==> src/rtl/qspi_mem_arbiter_pkg.sv <==
// Shared types and constants for the fetch/data QSPI memory arbiter.
// State encodings, owner encoding, size codes and the size-decode helper.
package qspi_mem_arbiter_pkg;

  typedef enum logic [1:0] {
    ST_IDLE  = 2'b00,
    ST_ISSUE = 2'b01,
    ST_WAIT  = 2'b10,
    ST_RESP  = 2'b11
  } arb_state_t;

  typedef enum logic {
    OWN_FETCH = 1'b0,
    OWN_DATA  = 1'b1
  } owner_t;

  localparam logic [1:0]  SZ_BYTE     = 2'b00;
  localparam logic [1:0]  SZ_HALF     = 2'b01;
  localparam logic [1:0]  SZ_WORD     = 2'b10;
  localparam logic [31:0] TO_DATA_DEF = 32'hDEADBEEF;

  // Word flag takes precedence over the halfword flag.
  function automatic logic [1:0] size_from_flags(input logic w, input logic hw);
    if (w) begin
      return SZ_WORD;
    end else if (hw) begin
      return SZ_HALF;
    end else begin
      return SZ_BYTE;
    end
  endfunction

endpackage

==> src/rtl/qspi_mem_arbiter_if.sv <==
// Bundle of the fetch, data-stage and QSPI controller signals around the arbiter.
// master = arbiter view, slave = the surrounding pipeline / controller view.
interface qspi_mem_arbiter_if;

  logic        i_read_req;
  logic [31:0] i_read_adr;
  logic        i_read_valid;
  logic [31:0] i_read_data;
  logic        d_read_req;
  logic        d_read_w;
  logic        d_read_hw;
  logic [31:0] d_read_adr;
  logic        d_write_req;
  logic        d_write_w;
  logic        d_write_hw;
  logic [31:0] d_write_adr;
  logic [31:0] d_write_data;
  logic        read_valid;
  logic [31:0] read_data;
  logic        write_finish;
  logic        q_req;
  logic        q_we;
  logic [1:0]  q_size;
  logic [31:0] q_adr;
  logic [31:0] q_wdata;
  logic        q_done;
  logic [31:0] q_rdata;
  logic        arb_busy;
  logic        err_timeout;
  logic        err_clr;

  modport master (
    input  i_read_req, i_read_adr,
    input  d_read_req, d_read_w, d_read_hw, d_read_adr,
    input  d_write_req, d_write_w, d_write_hw, d_write_adr, d_write_data,
    input  q_done, q_rdata, err_clr,
    output i_read_valid, i_read_data, read_valid, read_data, write_finish,
    output q_req, q_we, q_size, q_adr, q_wdata, arb_busy, err_timeout
  );

  modport slave (
    output i_read_req, i_read_adr,
    output d_read_req, d_read_w, d_read_hw, d_read_adr,
    output d_write_req, d_write_w, d_write_hw, d_write_adr, d_write_data,
    output q_done, q_rdata, err_clr,
    input  i_read_valid, i_read_data, read_valid, read_data, write_finish,
    input  q_req, q_we, q_size, q_adr, q_wdata, arb_busy, err_timeout
  );

endinterface

==> src/rtl/qspi_mem_arbiter.sv <==
// Arbitrates the single QSPI controller between instruction fetch and the data stage,
// issues one command per grant and returns a one-cycle completion pulse to the owner.
module qspi_mem_arbiter
  import qspi_mem_arbiter_pkg::*;
#(
  parameter bit          FIXED_PRIO = 1'b0,
  parameter logic [15:0] TO_CYC     = 16'd4095,
  parameter logic [31:0] TO_DATA    = TO_DATA_DEF
) (
  input logic               clk,
  input logic               rst_n,
  qspi_mem_arbiter_if.master bus
);

  arb_state_t  r_state;
  arb_state_t  w_next;
  owner_t      r_owner;
  owner_t      r_last_owner;
  logic        r_we;
  logic [1:0]  r_size;
  logic [31:0] r_adr;
  logic [31:0] r_wdata;
  logic [15:0] r_cnt;
  logic [31:0] r_rdata;
  logic        r_err;
  logic        r_q_req;
  logic        r_busy;
  logic        r_i_valid;
  logic        r_d_valid;
  logic        r_w_finish;

  logic        w_f_pend;
  logic        w_d_pend;
  logic        w_data_win;
  logic        w_grant;
  logic        w_done;
  logic        w_timeout;
  logic        w_new_we;
  logic [1:0]  w_new_size;
  logic [31:0] w_new_adr;
  logic [31:0] w_new_wdata;
  logic [15:0] w_to_last;

  assign w_f_pend  = bus.i_read_req;
  assign w_d_pend  = bus.d_read_req | bus.d_write_req;
  assign w_to_last = TO_CYC - 16'd1;

  // Round-robin hands a tie to whoever was not served last.
  assign w_data_win = FIXED_PRIO ? w_d_pend
                                 : (w_d_pend & (~w_f_pend | (r_last_owner == OWN_FETCH)));

  // Next-state decode.
  always_comb begin
    w_next    = r_state;
    w_grant   = 1'b0;
    w_done    = 1'b0;
    w_timeout = 1'b0;
    case (r_state)
      ST_IDLE: begin
        if (w_f_pend | w_d_pend) begin
          w_grant = 1'b1;
          w_next  = ST_ISSUE;
        end else begin
          w_next  = ST_IDLE;
        end
      end
      ST_ISSUE: w_next = ST_WAIT;
      ST_WAIT: begin
        if (bus.q_done) begin
          w_done = 1'b1;
          w_next = ST_RESP;
        end else if (r_cnt == w_to_last) begin
          w_timeout = 1'b1;
          w_next    = ST_RESP;
        end else begin
          w_next = ST_WAIT;
        end
      end
      ST_RESP: w_next = ST_IDLE;
      default: w_next = ST_IDLE;
    endcase
  end

  // Attributes of the request that would win this cycle; a load beats a store.
  always_comb begin
    w_new_we    = 1'b0;
    w_new_size  = SZ_WORD;
    w_new_adr   = bus.i_read_adr;
    w_new_wdata = 32'h0000_0000;
    if (w_data_win) begin
      if (bus.d_read_req) begin
        w_new_size = size_from_flags(bus.d_read_w, bus.d_read_hw);
        w_new_adr  = bus.d_read_adr;
      end else begin
        w_new_we    = 1'b1;
        w_new_size  = size_from_flags(bus.d_write_w, bus.d_write_hw);
        w_new_adr   = bus.d_write_adr;
        w_new_wdata = bus.d_write_data;
      end
    end else begin
      w_new_we   = 1'b0;
      w_new_size = SZ_WORD;
    end
  end

  // State register.
  always_ff @(posedge clk or negedge rst_n) begin
    if (!rst_n) begin
      r_state <= ST_IDLE;
    end else begin
      r_state <= w_next;
    end
  end

  // Latched command attributes and ownership.
  always_ff @(posedge clk or negedge rst_n) begin
    if (!rst_n) begin
      r_owner      <= OWN_FETCH;
      r_last_owner <= OWN_FETCH;
      r_we         <= 1'b0;
      r_size       <= SZ_BYTE;
      r_adr        <= 32'h0000_0000;
      r_wdata      <= 32'h0000_0000;
    end else if (w_grant) begin
      r_owner <= w_data_win ? OWN_DATA : OWN_FETCH;
      r_we    <= w_new_we;
      r_size  <= w_new_size;
      r_adr   <= w_new_adr;
      r_wdata <= w_new_wdata;
    end else if (r_state == ST_RESP) begin
      r_last_owner <= r_owner;
    end else begin
      r_last_owner <= r_last_owner;
    end
  end

  // Timeout counter: cleared while issuing, counts while waiting.
  always_ff @(posedge clk or negedge rst_n) begin
    if (!rst_n) begin
      r_cnt <= 16'd0;
    end else if (r_state == ST_ISSUE) begin
      r_cnt <= 16'd0;
    end else if (r_state == ST_WAIT) begin
      r_cnt <= r_cnt + 16'd1;
    end else begin
      r_cnt <= r_cnt;
    end
  end

  // Read-data register and sticky timeout flag; a new timeout beats err_clr.
  always_ff @(posedge clk or negedge rst_n) begin
    if (!rst_n) begin
      r_rdata <= 32'h0000_0000;
      r_err   <= 1'b0;
    end else begin
      if (w_done) begin
        r_rdata <= bus.q_rdata;
      end else if (w_timeout) begin
        r_rdata <= TO_DATA;
      end else begin
        r_rdata <= r_rdata;
      end
      if (w_timeout) begin
        r_err <= 1'b1;
      end else if (bus.err_clr) begin
        r_err <= 1'b0;
      end else begin
        r_err <= r_err;
      end
    end
  end

  // Registered strobes, aligned with the ISSUE and RESP states.
  always_ff @(posedge clk or negedge rst_n) begin
    if (!rst_n) begin
      r_q_req    <= 1'b0;
      r_busy     <= 1'b0;
      r_i_valid  <= 1'b0;
      r_d_valid  <= 1'b0;
      r_w_finish <= 1'b0;
    end else begin
      r_q_req    <= (w_next == ST_ISSUE);
      r_busy     <= (w_next != ST_IDLE);
      r_i_valid  <= (w_next == ST_RESP) && (r_owner == OWN_FETCH);
      r_d_valid  <= (w_next == ST_RESP) && (r_owner == OWN_DATA) && !r_we;
      r_w_finish <= (w_next == ST_RESP) && (r_owner == OWN_DATA) && r_we;
    end
  end

  assign bus.q_req        = r_q_req;
  assign bus.q_we         = r_we;
  assign bus.q_size       = r_size;
  assign bus.q_adr        = r_adr;
  assign bus.q_wdata      = r_wdata;
  assign bus.i_read_valid = r_i_valid;
  assign bus.i_read_data  = r_rdata;
  assign bus.read_valid   = r_d_valid;
  assign bus.read_data    = r_rdata;
  assign bus.write_finish = r_w_finish;
  assign bus.arb_busy     = r_busy;
  assign bus.err_timeout  = r_err;

endmodule

==> src/flat_wrapper.sv <==
// flat-port wrapper written by rule: the top's interface ports become plain ports
module qspi_mem_arbiter_flat import qspi_mem_arbiter_pkg::*;
#(
  parameter bit          FIXED_PRIO = 1'b0,
  parameter logic [15:0] TO_CYC     = 16'd4095,
  parameter logic [31:0] TO_DATA    = TO_DATA_DEF
)
  (clk, rst_n, bus_i_read_req, bus_i_read_adr, bus_d_read_req, bus_d_read_w, bus_d_read_hw, bus_d_read_adr, bus_d_write_req, bus_d_write_w, bus_d_write_hw, bus_d_write_adr, bus_d_write_data, bus_q_done, bus_q_rdata, bus_err_clr, bus_i_read_valid, bus_i_read_data, bus_read_valid, bus_read_data, bus_write_finish, bus_q_req, bus_q_we, bus_q_size, bus_q_adr, bus_q_wdata, bus_arb_busy, bus_err_timeout);
  qspi_mem_arbiter_if bus_i ();
  input logic clk;
  input logic rst_n;
  input wire logic [$bits(bus_i.i_read_req)-1:0] bus_i_read_req;
  input wire logic [$bits(bus_i.i_read_adr)-1:0] bus_i_read_adr;
  input wire logic [$bits(bus_i.d_read_req)-1:0] bus_d_read_req;
  input wire logic [$bits(bus_i.d_read_w)-1:0] bus_d_read_w;
  input wire logic [$bits(bus_i.d_read_hw)-1:0] bus_d_read_hw;
  input wire logic [$bits(bus_i.d_read_adr)-1:0] bus_d_read_adr;
  input wire logic [$bits(bus_i.d_write_req)-1:0] bus_d_write_req;
  input wire logic [$bits(bus_i.d_write_w)-1:0] bus_d_write_w;
  input wire logic [$bits(bus_i.d_write_hw)-1:0] bus_d_write_hw;
  input wire logic [$bits(bus_i.d_write_adr)-1:0] bus_d_write_adr;
  input wire logic [$bits(bus_i.d_write_data)-1:0] bus_d_write_data;
  input wire logic [$bits(bus_i.q_done)-1:0] bus_q_done;
  input wire logic [$bits(bus_i.q_rdata)-1:0] bus_q_rdata;
  input wire logic [$bits(bus_i.err_clr)-1:0] bus_err_clr;
  output wire logic [$bits(bus_i.i_read_valid)-1:0] bus_i_read_valid;
  output wire logic [$bits(bus_i.i_read_data)-1:0] bus_i_read_data;
  output wire logic [$bits(bus_i.read_valid)-1:0] bus_read_valid;
  output wire logic [$bits(bus_i.read_data)-1:0] bus_read_data;
  output wire logic [$bits(bus_i.write_finish)-1:0] bus_write_finish;
  output wire logic [$bits(bus_i.q_req)-1:0] bus_q_req;
  output wire logic [$bits(bus_i.q_we)-1:0] bus_q_we;
  output wire logic [$bits(bus_i.q_size)-1:0] bus_q_size;
  output wire logic [$bits(bus_i.q_adr)-1:0] bus_q_adr;
  output wire logic [$bits(bus_i.q_wdata)-1:0] bus_q_wdata;
  output wire logic [$bits(bus_i.arb_busy)-1:0] bus_arb_busy;
  output wire logic [$bits(bus_i.err_timeout)-1:0] bus_err_timeout;
  assign bus_i.i_read_req = bus_i_read_req;
  assign bus_i.i_read_adr = bus_i_read_adr;
  assign bus_i.d_read_req = bus_d_read_req;
  assign bus_i.d_read_w = bus_d_read_w;
  assign bus_i.d_read_hw = bus_d_read_hw;
  assign bus_i.d_read_adr = bus_d_read_adr;
  assign bus_i.d_write_req = bus_d_write_req;
  assign bus_i.d_write_w = bus_d_write_w;
  assign bus_i.d_write_hw = bus_d_write_hw;
  assign bus_i.d_write_adr = bus_d_write_adr;
  assign bus_i.d_write_data = bus_d_write_data;
  assign bus_i.q_done = bus_q_done;
  assign bus_i.q_rdata = bus_q_rdata;
  assign bus_i.err_clr = bus_err_clr;
  assign bus_i_read_valid = bus_i.i_read_valid;
  assign bus_i_read_data = bus_i.i_read_data;
  assign bus_read_valid = bus_i.read_valid;
  assign bus_read_data = bus_i.read_data;
  assign bus_write_finish = bus_i.write_finish;
  assign bus_q_req = bus_i.q_req;
  assign bus_q_we = bus_i.q_we;
  assign bus_q_size = bus_i.q_size;
  assign bus_q_adr = bus_i.q_adr;
  assign bus_q_wdata = bus_i.q_wdata;
  assign bus_arb_busy = bus_i.arb_busy;
  assign bus_err_timeout = bus_i.err_timeout;
  qspi_mem_arbiter #(.FIXED_PRIO(FIXED_PRIO), .TO_CYC(TO_CYC), .TO_DATA(TO_DATA)) u_core (.clk(clk), .rst_n(rst_n), .bus(bus_i));
endmodule
==> config.mk <==
export PLATFORM = sky130hd
export DESIGN_NAME = qspi_mem_arbiter_flat
export DESIGN_NICKNAME = d
export VERILOG_FILES = /design/src/rtl/qspi_mem_arbiter_pkg.sv /design/src/rtl/qspi_mem_arbiter_if.sv /design/src/rtl/qspi_mem_arbiter.sv /design/src/flat_wrapper.sv
export SDC_FILE = /design/constraint.sdc
export NUM_CORES = 1
export LEC_CHECK = 0
export BUFFER_PORTS_ARGS = -buffer_cell sky130_fd_sc_hd__buf_2
export CAP_MARGIN = 20
export CORE_AREA = 2 2 119 121
export DETAILED_ROUTE_END_ITERATION = 7
export DIE_AREA = 0 0 121 123
export PLACE_DENSITY = 0.77
export SLEW_MARGIN = 20
export SYNTH_ARGS = -nofsm -noshare
export SYNTH_HDL_FRONTEND = slang
export SYNTH_SLANG_ARGS = --single-unit
==> constraint.sdc <==
create_clock -name clk -period 3.35 [get_ports clk]
set_input_delay 0.67 -clock clk [delete_from_list [all_inputs] [get_ports clk]]
set_output_delay 0.67 -clock clk [all_outputs]
set_load 0.005 [all_outputs]
# [Word-level counts from Yosys, hierarchy flattened]
# Index checks and enable logic that the tools add are counted.
[totals] regBits=125 output_inout_bits=137 wordCells=71
[classes] addsub=1 n_eq_ne=6 n_mux=30 n_bitwise=8 reduce_logical=11
[op_table] cell="2-to-1 mux 32 bit" count=6
[op_table] cell="2-to-1 mux 16 bit" count=2
[op_table] cell="adder 16 x 1 -> 16 bit (second input constant)" count=1
[op_table] cell="equality test 16 x 12 -> 1 bit (second input constant)" count=1
[op_table] cell="2-to-1 mux 1 bit" count=16
[op_table] cell="2-to-1 mux 2 bit" count=5
[op_table] cell="case mux 2 bit (4 select lines)" count=1
[op_table] cell="nonzero test 2 bit" count=4
[op_table] cell="equality test 2 bit (second input constant)" count=3
[op_table] cell="equality test 2 x 1 -> 1 bit (second input constant)" count=2
[op_table] cell="logical AND 1 bit" count=4
[op_table] cell="inverter 1 bit" count=4
[op_table] cell="bitwise OR 1 bit" count=3
[op_table] cell="zero test 2 bit" count=1
[op_table] cell="AND reduction 2 bit" count=1
[op_table] cell="bitwise AND 1 bit" count=1
[op_table] cell="zero test 1 bit" count=1

# [Depth between registers and ports, before layout]
# Gate-level depths: netlist of run 1.
[logic_depth] word_depth=7 mapped_depth=7

# [Worst setup path before layout of run 1]
# OpenSTA, ideal clock, no wires.
[synth_timing] path_type="input to register" startpoint="input port bus_d_read_req" endpoint="register u_core.r_adr[13], in the netlist u_core.bus.q_adr[13]" arrival_ns=1.792 slack_ns=1.425 cell_stages=6 cell_sequence="buf_2 o2bb2ai_1 clkbuf_1 nor2_1 a21oi_1 o21ai_0"
[synth_between] elab_chain_cells=4
[synth_rtl] element="start, declared" line_no="flat_wrapper.sv:14" rtl="input wire logic [$bits(bus_i.d_read_req)-1:0] bus_d_read_req;"
[synth_rtl] element="bitwise OR 1 bit" line_no="qspi_mem_arbiter.sv:45" rtl="assign w_d_pend = bus.d_read_req | bus.d_write_req;"
[synth_rtl] element="bitwise OR 1 bit" line_no="qspi_mem_arbiter.sv:60" rtl="if (w_f_pend | w_d_pend) begin"
[synth_rtl] element="2-to-1 mux 1 bit" line_no="qspi_mem_arbiter.sv:60"
[synth_rtl] element="2-to-1 mux 1 bit" line_no="qspi_mem_arbiter.sv:58" rtl="case (r_state)"
[synth_rtl] element="end signal, assigned" line_no="qspi_mem_arbiter.sv:128" rtl="r_adr <= w_new_adr;"
[synth_rtl] element="end, declared" line_no="qspi_mem_arbiter.sv:21" rtl="logic [31:0] r_adr;"
# Several ways; a longest one is shown, not always the timed one.
# A chain may end at the register's enable or synchronous reset.

# [Worst setup path in the final report of run 1]
[layout_timing] startpoint="register u_core.r_state[0]" endpoint="register u_core.r_rdata[21], in the netlist u_core.bus.i_read_data[21]"
[layout_between] elab_chain_cells=3
[layout_rtl] element="start, declared" line_no="qspi_mem_arbiter.sv:15" rtl="arb_state_t r_state;"
[layout_rtl] element="start signal, assigned" line_no="qspi_mem_arbiter.sv:111" rtl="r_state <= w_next;"
[layout_rtl] element="equality test 2 bit (*)" line_no="qspi_mem_arbiter.sv:58"
[layout_rtl] element="2-to-1 mux 1 bit" line_no="qspi_mem_arbiter.sv:58"
[layout_rtl] element="2-to-1 mux 32 bit / nonzero test 2 bit (equally long branches)"
[layout_rtl] element="end signal, assigned" line_no="qspi_mem_arbiter.sv:157" rtl="r_rdata <= bus.q_rdata;"
[layout_rtl] element="end signal, assigned" line_no="qspi_mem_arbiter.sv:161" rtl="r_rdata <= r_rdata;"
[layout_rtl] element="end, declared" line_no="qspi_mem_arbiter.sv:24" rtl="logic [31:0] r_rdata;"
# Every way passes the cells marked *; elsewhere a longest branch is shown, timed or not.

==> results of run 1 <==
[worst register-to-register path, cell delays in order, from the launching register on]
cell     delay (ns)
dfrtp_1        0.39
inv_1          0.12
ha_1           0.22
or4b_4         0.49
nor2_1         0.18
nand3_2        0.48
a21oi_1        0.32
[cell usage in the layout, fill, tap and decap left out, drive strengths merged, types with 3 or more instances in the layout]
master,instances
ha,7
dfrtp,125
xnor2,6
nor3,4
o21ai,46
nand3,6
nand2b,4
a21oi,59
mux2i,34
nand4,4
bufinv,3
inv,14
nand2,63
clkbuf,18
clkinvlp,3
nor2,97
a22o,32
buf,313
nor4,4
[cell families (layout without fill, tap and decap cells)]
group,after synthesis,after routing
AND/OR/NAND/NOR,193,193
AO/OA/AOI/OAI,148,148
flip-flops,125,125
buffers and inverters,76,353
multiplexers,36,36
XOR/XNOR,8,8
adder cells (fa/ha/maj),7,7
[final cells by class]
cell class / count / area, um2
Clock buffer: 18 / 439
Clock inverter: 14 / 181
Fill cell: 1203 / 5710
Inverter: 8 / 30.0
Multi-Input combinational cell: 392 / 2290
Sequential cell: 125 / 3130
Tap cell: 180 / 225
Timing Repair Buffer: 313 / 1610
[state kept, by name, summed over array words and instances (netlist names), 2 cells and up]
name	cells
u_core.r_cnt	16
u_core.bus.q_size	2
u_core.bus.i_read_data	32
u_core.r_state	2
u_core.bus.q_wdata	32
u_core.bus.q_adr	32
[power by group through the flow]
stage	combinational (W)	sequential, W	clock, W
2_1_floorplan	0.00142	0.00251	0
3_3_place_gp	0.00235	0.00247	0
3_5_place_dp	0.00242	0.00248	0
4_1_cts	0.00241	0.00247	0.00195
5_1_grt	0.00269	0.00255	0.00202
6_report	0.00237	0.00247	0.00191
[layer usage]
metal	GRT usage (%)	up-vias	share of wire [%]
met3	5.26	23	6.7
li1	-	2537	-
met2	35.8	217	52
met1	24.6	2360	40
met5	0	-	0
met4	6.90	0	2.0
[path summary, 6_finish.rpt]
kind	slack, ns	startpoint	to
min in group clk	0.47	bus_err_clr	u_core.bus.err_timeout$_DFFE_PN0P_
max	1.06	u_core.r_state[0]$_DFF_PN0_	u_core.bus.i_read_data[21]$_DFFE_PN0P_
min reg2reg	0.47	u_core.bus.q_adr[14]$_DFFE_PN0P_	u_core.bus.q_adr[14]$_DFFE_PN0P_
min	0.20	rst_n	u_core.bus.i_read_data[2]$_DFFE_PN0P_
max in group asynchronous	2.41	rst_n	u_core.bus.q_wdata[13]$_DFFE_PN0P_
max reg2reg	1.06	u_core.r_state[0]$_DFF_PN0_	u_core.bus.i_read_data[21]$_DFFE_PN0P_
[per-stage QoR]
step,std cells,setup slack [ns],power [W]
after global placement,1018,1.14,0.00482
final,1050,1.06,0.00675
after CTS,1050,1.07,0.00683
after global routing,1050,0.918,0.00725
after floorplan,593,1.42,0.00393
after detailed placement,1018,1.06,0.00491
==> impl_results.md, run 1 <==
- Main combinational cell family by area after synthesis: compound AO/OA/AOI/OAI gates
- Adder-cell share of the synthesized area: 1.51%
- Starting Density: 42.6%
- Clk sinks: 125
- Starting DRT DRC Count: 311
- Area Overhead vs Synth: 36.2%
- DRC violations left: 0
- Relative slew slack: 59.2%
- Cell taking the most area after synthesis: dfrtp_1
- Row count: 43
- R2R cell count: 6
- Via/cell ratio: 4.89
- TritonRoute pass-1 iters: 4
- Initial antenna violation count: 0
- Share of synthesized area spent on multiplexers: 6.25%
- CP Capture Type: flip-flop
- PwrDens: 854 nW/um2
- Fin. Hold Viols: 0
- Reg power frac: 36.6%
- Setup TNS: 0 ns
- GRT Resource Usage Total: 20.5%
- Routed wire length per instance: 14.7 um
- Vias post-DR: 5,137
- Worst-path maximum fanout: 25
- Clock skew: 0.00681 ns
- Post-CTS sizing: 0
- Num CTS Buffers: 17
- Post-CTS Setup Bufs: 0
- Placed instance area: 7280 um2
- Post-synth EDFFs: 0
- Internal power: 0.00441 W
- Clock latency on the worst-skew pair: 0.40 ns
- Worst Path Required: 3.67 ns
- NetSw: 0.00234 W
- CTS Buffer Depth: 2
- Status: finished clean
- Die ar.: 14,900 um2
- First-pass GRT wire length: 23.9 mm
- Logic pwr share: 35.1%
- H-tree Lvls: 4
- Register area share after synthesis: 53.9%
- Top cells by count, synth: dfrtp_1, nor2_1, nand2_1
- Synth Cell Area: 5800 um2
- Synth Area in Compound Gates: 15.5%
- VDD IR max: 0.326 mV
- Hold Worst Slack: 0.202 ns
- Hold_buf cts: 0
- Maximum clock rate: 437 MHz
- Port bufs: 307
- Finished Core Util: 58.1%
- Crit path kind: reg -> reg
- Avg Inst Size Synth: 9.79 um2
- CTS root buf: clkbuf_16
- Non-Filler Cell Area, Final: 7900 um2
- Clock Pin Slew Worst Setup and Hold Paths: 0.06 ns
- Type of the most critical hold path: in -> async
- Pleak: 4.14 nW
- Simple-gate share of the synthesized area: 14.4%
- Synth Net Count: 771
- Share of layout cells above drive strength 1: 41.1%
- Final clock period utilization by the worst path: 68.3%
- DP HPWL: 11.7 mm
- CTS tree: built
- Unrepaired setup endpoints after global routing: no
- Synth async-reset ratio: 100%
- MaxCap Viol Count: 0
- Top-Level Pins: 308
- Setup crit start kind: flip-flop
- Die W: 121 um
- Chip Height: 123 um
- CP arrival: 2.61 ns
- Gpl congestion: 0.824
- Mapped Cells: 593
- Top post-synthesis cells by area: dfrtp_1, nor2_1, mux2i_1
- Worst slew pin tran: 0.610 ns
- Largest net degree at the start of global routing: 75
- Final Critical Period: 2.29 ns
- Max stage delay cell, worst path: or4b_4
- DRT Wirelength: 15.4 mm
- Vias in the first global route: 4,833
- N_diodes: 0
- Number of setup violations in the final report: 0
- Synth Flop Type: dfrtp_1
- CP max stage delay: 0.49 ns
- ANT nets after route: 0
- CP Cell Sequence: inv_1, ha_1, or4b_4, nor2_1, nand3_2, a21oi_1
- Synth warn: 0
- Slew Viols, Final: 0
- Synth cell types: 40
- Crit path max-delay family: simple AND/OR/NAND/NOR gates
- Congestion Overflow GR: 0
- Final nets: 1,035
- Clock power frac: 28.3%
- Worst path bufs/invs: 1
- Area share of the largest cell type after synthesis: 53.9%
- Worst path depth: 6
- Sw Share: 34.7%
- Core box area: 13,600 um2
- Synth Area in XOR/XNOR: 1.21%
- Flops & latches, synth: 125
- Most numerous cell in the Yosys netlist: dfrtp_1
Power figures use the tool's default switching activity.
==> inputs of run 2 (changes only) <==
CORE_AREA = default   (was 2 2 119 121)
CORE_ASPECT_RATIO = 1.75   (was default)
CORE_UTILIZATION = 41   (was default)
DIE_AREA = default   (was 0 0 121 123)
clock period = 2 ns   (was 3.35 ns; I/O delays follow)
==> run 2 against run 1 <==
Effect of this change: setup slack worse by 0.94 ns; register-to-register slack worse by 0.94 ns; combinational power up 77%; non-clock buffer count grew 16; total power is 73% higher; sequential share of layout area down 1.1 points; count of clock-buffer cells in the layout stayed put; global-route usage up 0.95 points; via count increased by 3.0%; cell count grew 1.3%; sequential power is 69% higher; clock power is 73% higher.
==> impl_results.md, run 2 (synthesis results as in run 1) <==
- Largest net degree at the start of global routing: 65
- CTS Buffer Depth: 2
- First-pass GRT wire length: 24.6 mm
- Commonest cells after routing, fill and taps aside: buf_2, dfrtp_1, nor2_1
- Final Critical Period: 1.88 ns
- DRC violations left: 0
- Fin. Hold Viols: 0
- Clock skew: 0.00806 ns
- Most common cell after layout, fill and taps aside: buf_2
- PwrDens: 1440 nW/um2
- Gpl congestion: 0.794
- DP HPWL: 11.8 mm
- GRT Resource Usage Total: 21.4%
- Starting DRT DRC Count: 202
- Worst Path Required: 2.32 ns
- CTS tree: built
- Final clock period utilization by the worst path: 93.9%
- Num CTS Buffers: 17
- Port bufs: 307
- Clock Pin Slew Worst Setup and Hold Paths: 0.06 ns
- Row count: 57
- Chip Height: 159 um
- Hold Crit Depth: 3
- Sw Share: 34.2%
- Worst slew pin tran: 0.400 ns
- Vias post-DR: 5,291
- Die ar.: 14,700 um2
- Slew Viols, Final: 0
- Maximum clock rate: 533 MHz
- TritonRoute pass-1 iters: 5
- VDD IR max: 0.678 mV
- Clk sinks: 125
- Top-Level Pins: 308
- MaxCap Viol Count: 0
- Die W: 91.9 um
- Relative slew slack: 73.1%
- Non-Filler Cell Area, Final: 8130 um2
- Core box area: 13,800 um2
- Status: finished clean
- DRT Wirelength: 15.6 mm
- H-tree Lvls: 4
- Congestion Overflow GR: 0
- CP arrival: 2.19 ns
- Reg power frac: 35.8%
- Logic pwr share: 35.9%
- Setup crit start kind: flip-flop
- Setup TNS: 0 ns
- Clock power frac: 28.3%
- Routed wire length per instance: 14.7 um
- CTS root buf: clkbuf_16
- Pleak: 4.26 nW
- ANT nets after route: 0
- Worst-path maximum fanout: 25
- Crit path kind: reg -> reg
- Starting Density: 41.9%
- Via/cell ratio: 4.97
- CP Capture Type: flip-flop
- R2R cell count: 7
- Initial antenna violation count: 1
- Vias in the first global route: 5,102
- Final nets: 1,051
- Type of the most critical hold path: in -> reg
- Internal power: 0.00768 W
- NetSw: 0.00399 W
- Share of layout cells above drive strength 1: 42.2%
- Number of setup violations in the final report: 0
- Placed instance area: 7450 um2
- Area Overhead vs Synth: 40.0%
- Unrepaired setup endpoints after global routing: no
- Clock latency on the worst-skew pair: 0.41 ns
[run 2: area by class of cell]
| type | instances | area [um2] |
|---|---|---|
| Sequential cell | 125 | 3130 |
| Antenna cell | 1 | 2.50 |
| Inverter | 8 | 30.0 |
| Tap cell | 177 | 221 |
| Fill cell | 1218 | 5710 |
| Timing Repair Buffer | 329 | 1810 |
| Multi-Input combinational cell | 392 | 2300 |
| Clock buffer | 18 | 429 |
| Clock inverter | 14 | 205 |
[run 2: worst max-delay path, cell delays in order (launching register included)]
cell and delay (ns):
dfrtp_1 0.38, inv_1 0.08, ha_1 0.19, or4b_4 0.51, nor2_2 0.18, nand3_2 0.11
buf_12 0.18, o22ai_1 0.15
[run 2: metal layers]
layer / global-route usage, % / wire (um) / share of wire [%]
met5: 0 / 0 / 0
met2: 40.0 / 8610 / 55
met3: 4.39 / 871 / 5.6
met1: 23.0 / 5780 / 37
met4: 8.52 / 326 / 2.1
[run 2: power groups by stage]
stage	Clock [W]	Sequential, W	Combinational, W
after floorplan	0	0.00420	0.00238
after CTS	0.00337	0.00418	0.00423
after global routing	0.00347	0.00429	0.00469
after detailed placement	0	0.00419	0.00423
after global placement	0	0.00416	0.00412
final	0.00331	0.00417	0.00419
[run 2: final timing paths]
check	start	endpoint	slack (ns)
min	bus_q_rdata[24]	u_core.bus.i_read_data[24]$_DFFE_PN0P_	0.20
min reg2reg	u_core.bus.q_adr[28]$_DFFE_PN0P_	u_core.bus.q_adr[28]$_DFFE_PN0P_	0.47
min in group asynchronous	rst_n	u_core.bus.q_wdata[3]$_DFFE_PN0P_	0.48
max reg2reg	u_core.r_state[0]$_DFF_PN0_	u_core.bus.err_timeout$_DFFE_PN0P_	0.12
max in group asynchronous	rst_n	u_core.r_cnt[15]$_DFFE_PN0P_	0.89
max	u_core.r_state[0]$_DFF_PN0_	u_core.bus.err_timeout$_DFFE_PN0P_	0.12
[run 2: stage by stage]
| step | util [%] | hold slack [ns] | setup WS [ns] | std cells | power [W] |
|---|---|---|---|---|---|
| floorplan | - | 0.104 | 0.159 | 593 | 0.00659 |
| global placement | 53.9 | 0.360 | 0.0510 | 1029 | 0.00828 |
| detailed placement | 53.9 | 0.358 | 0.0504 | 1029 | 0.00842 |
| CTS | 58.5 | 0.182 | 0.0302 | 1062 | 0.0118 |
| global route | 58.7 | 0.193 | 0.0368 | 1064 | 0.0125 |
| finish | 58.7 | 0.195 | 0.123 | 1064 | 0.0117 |
[run 2: repair_timing]
item,CTS,global route
hold endpoints to repair,26,0
hold buffers,1,0
buffers inserted,0,1
endpoints found under the setup margin,0,13
gates resized for setup,0,4
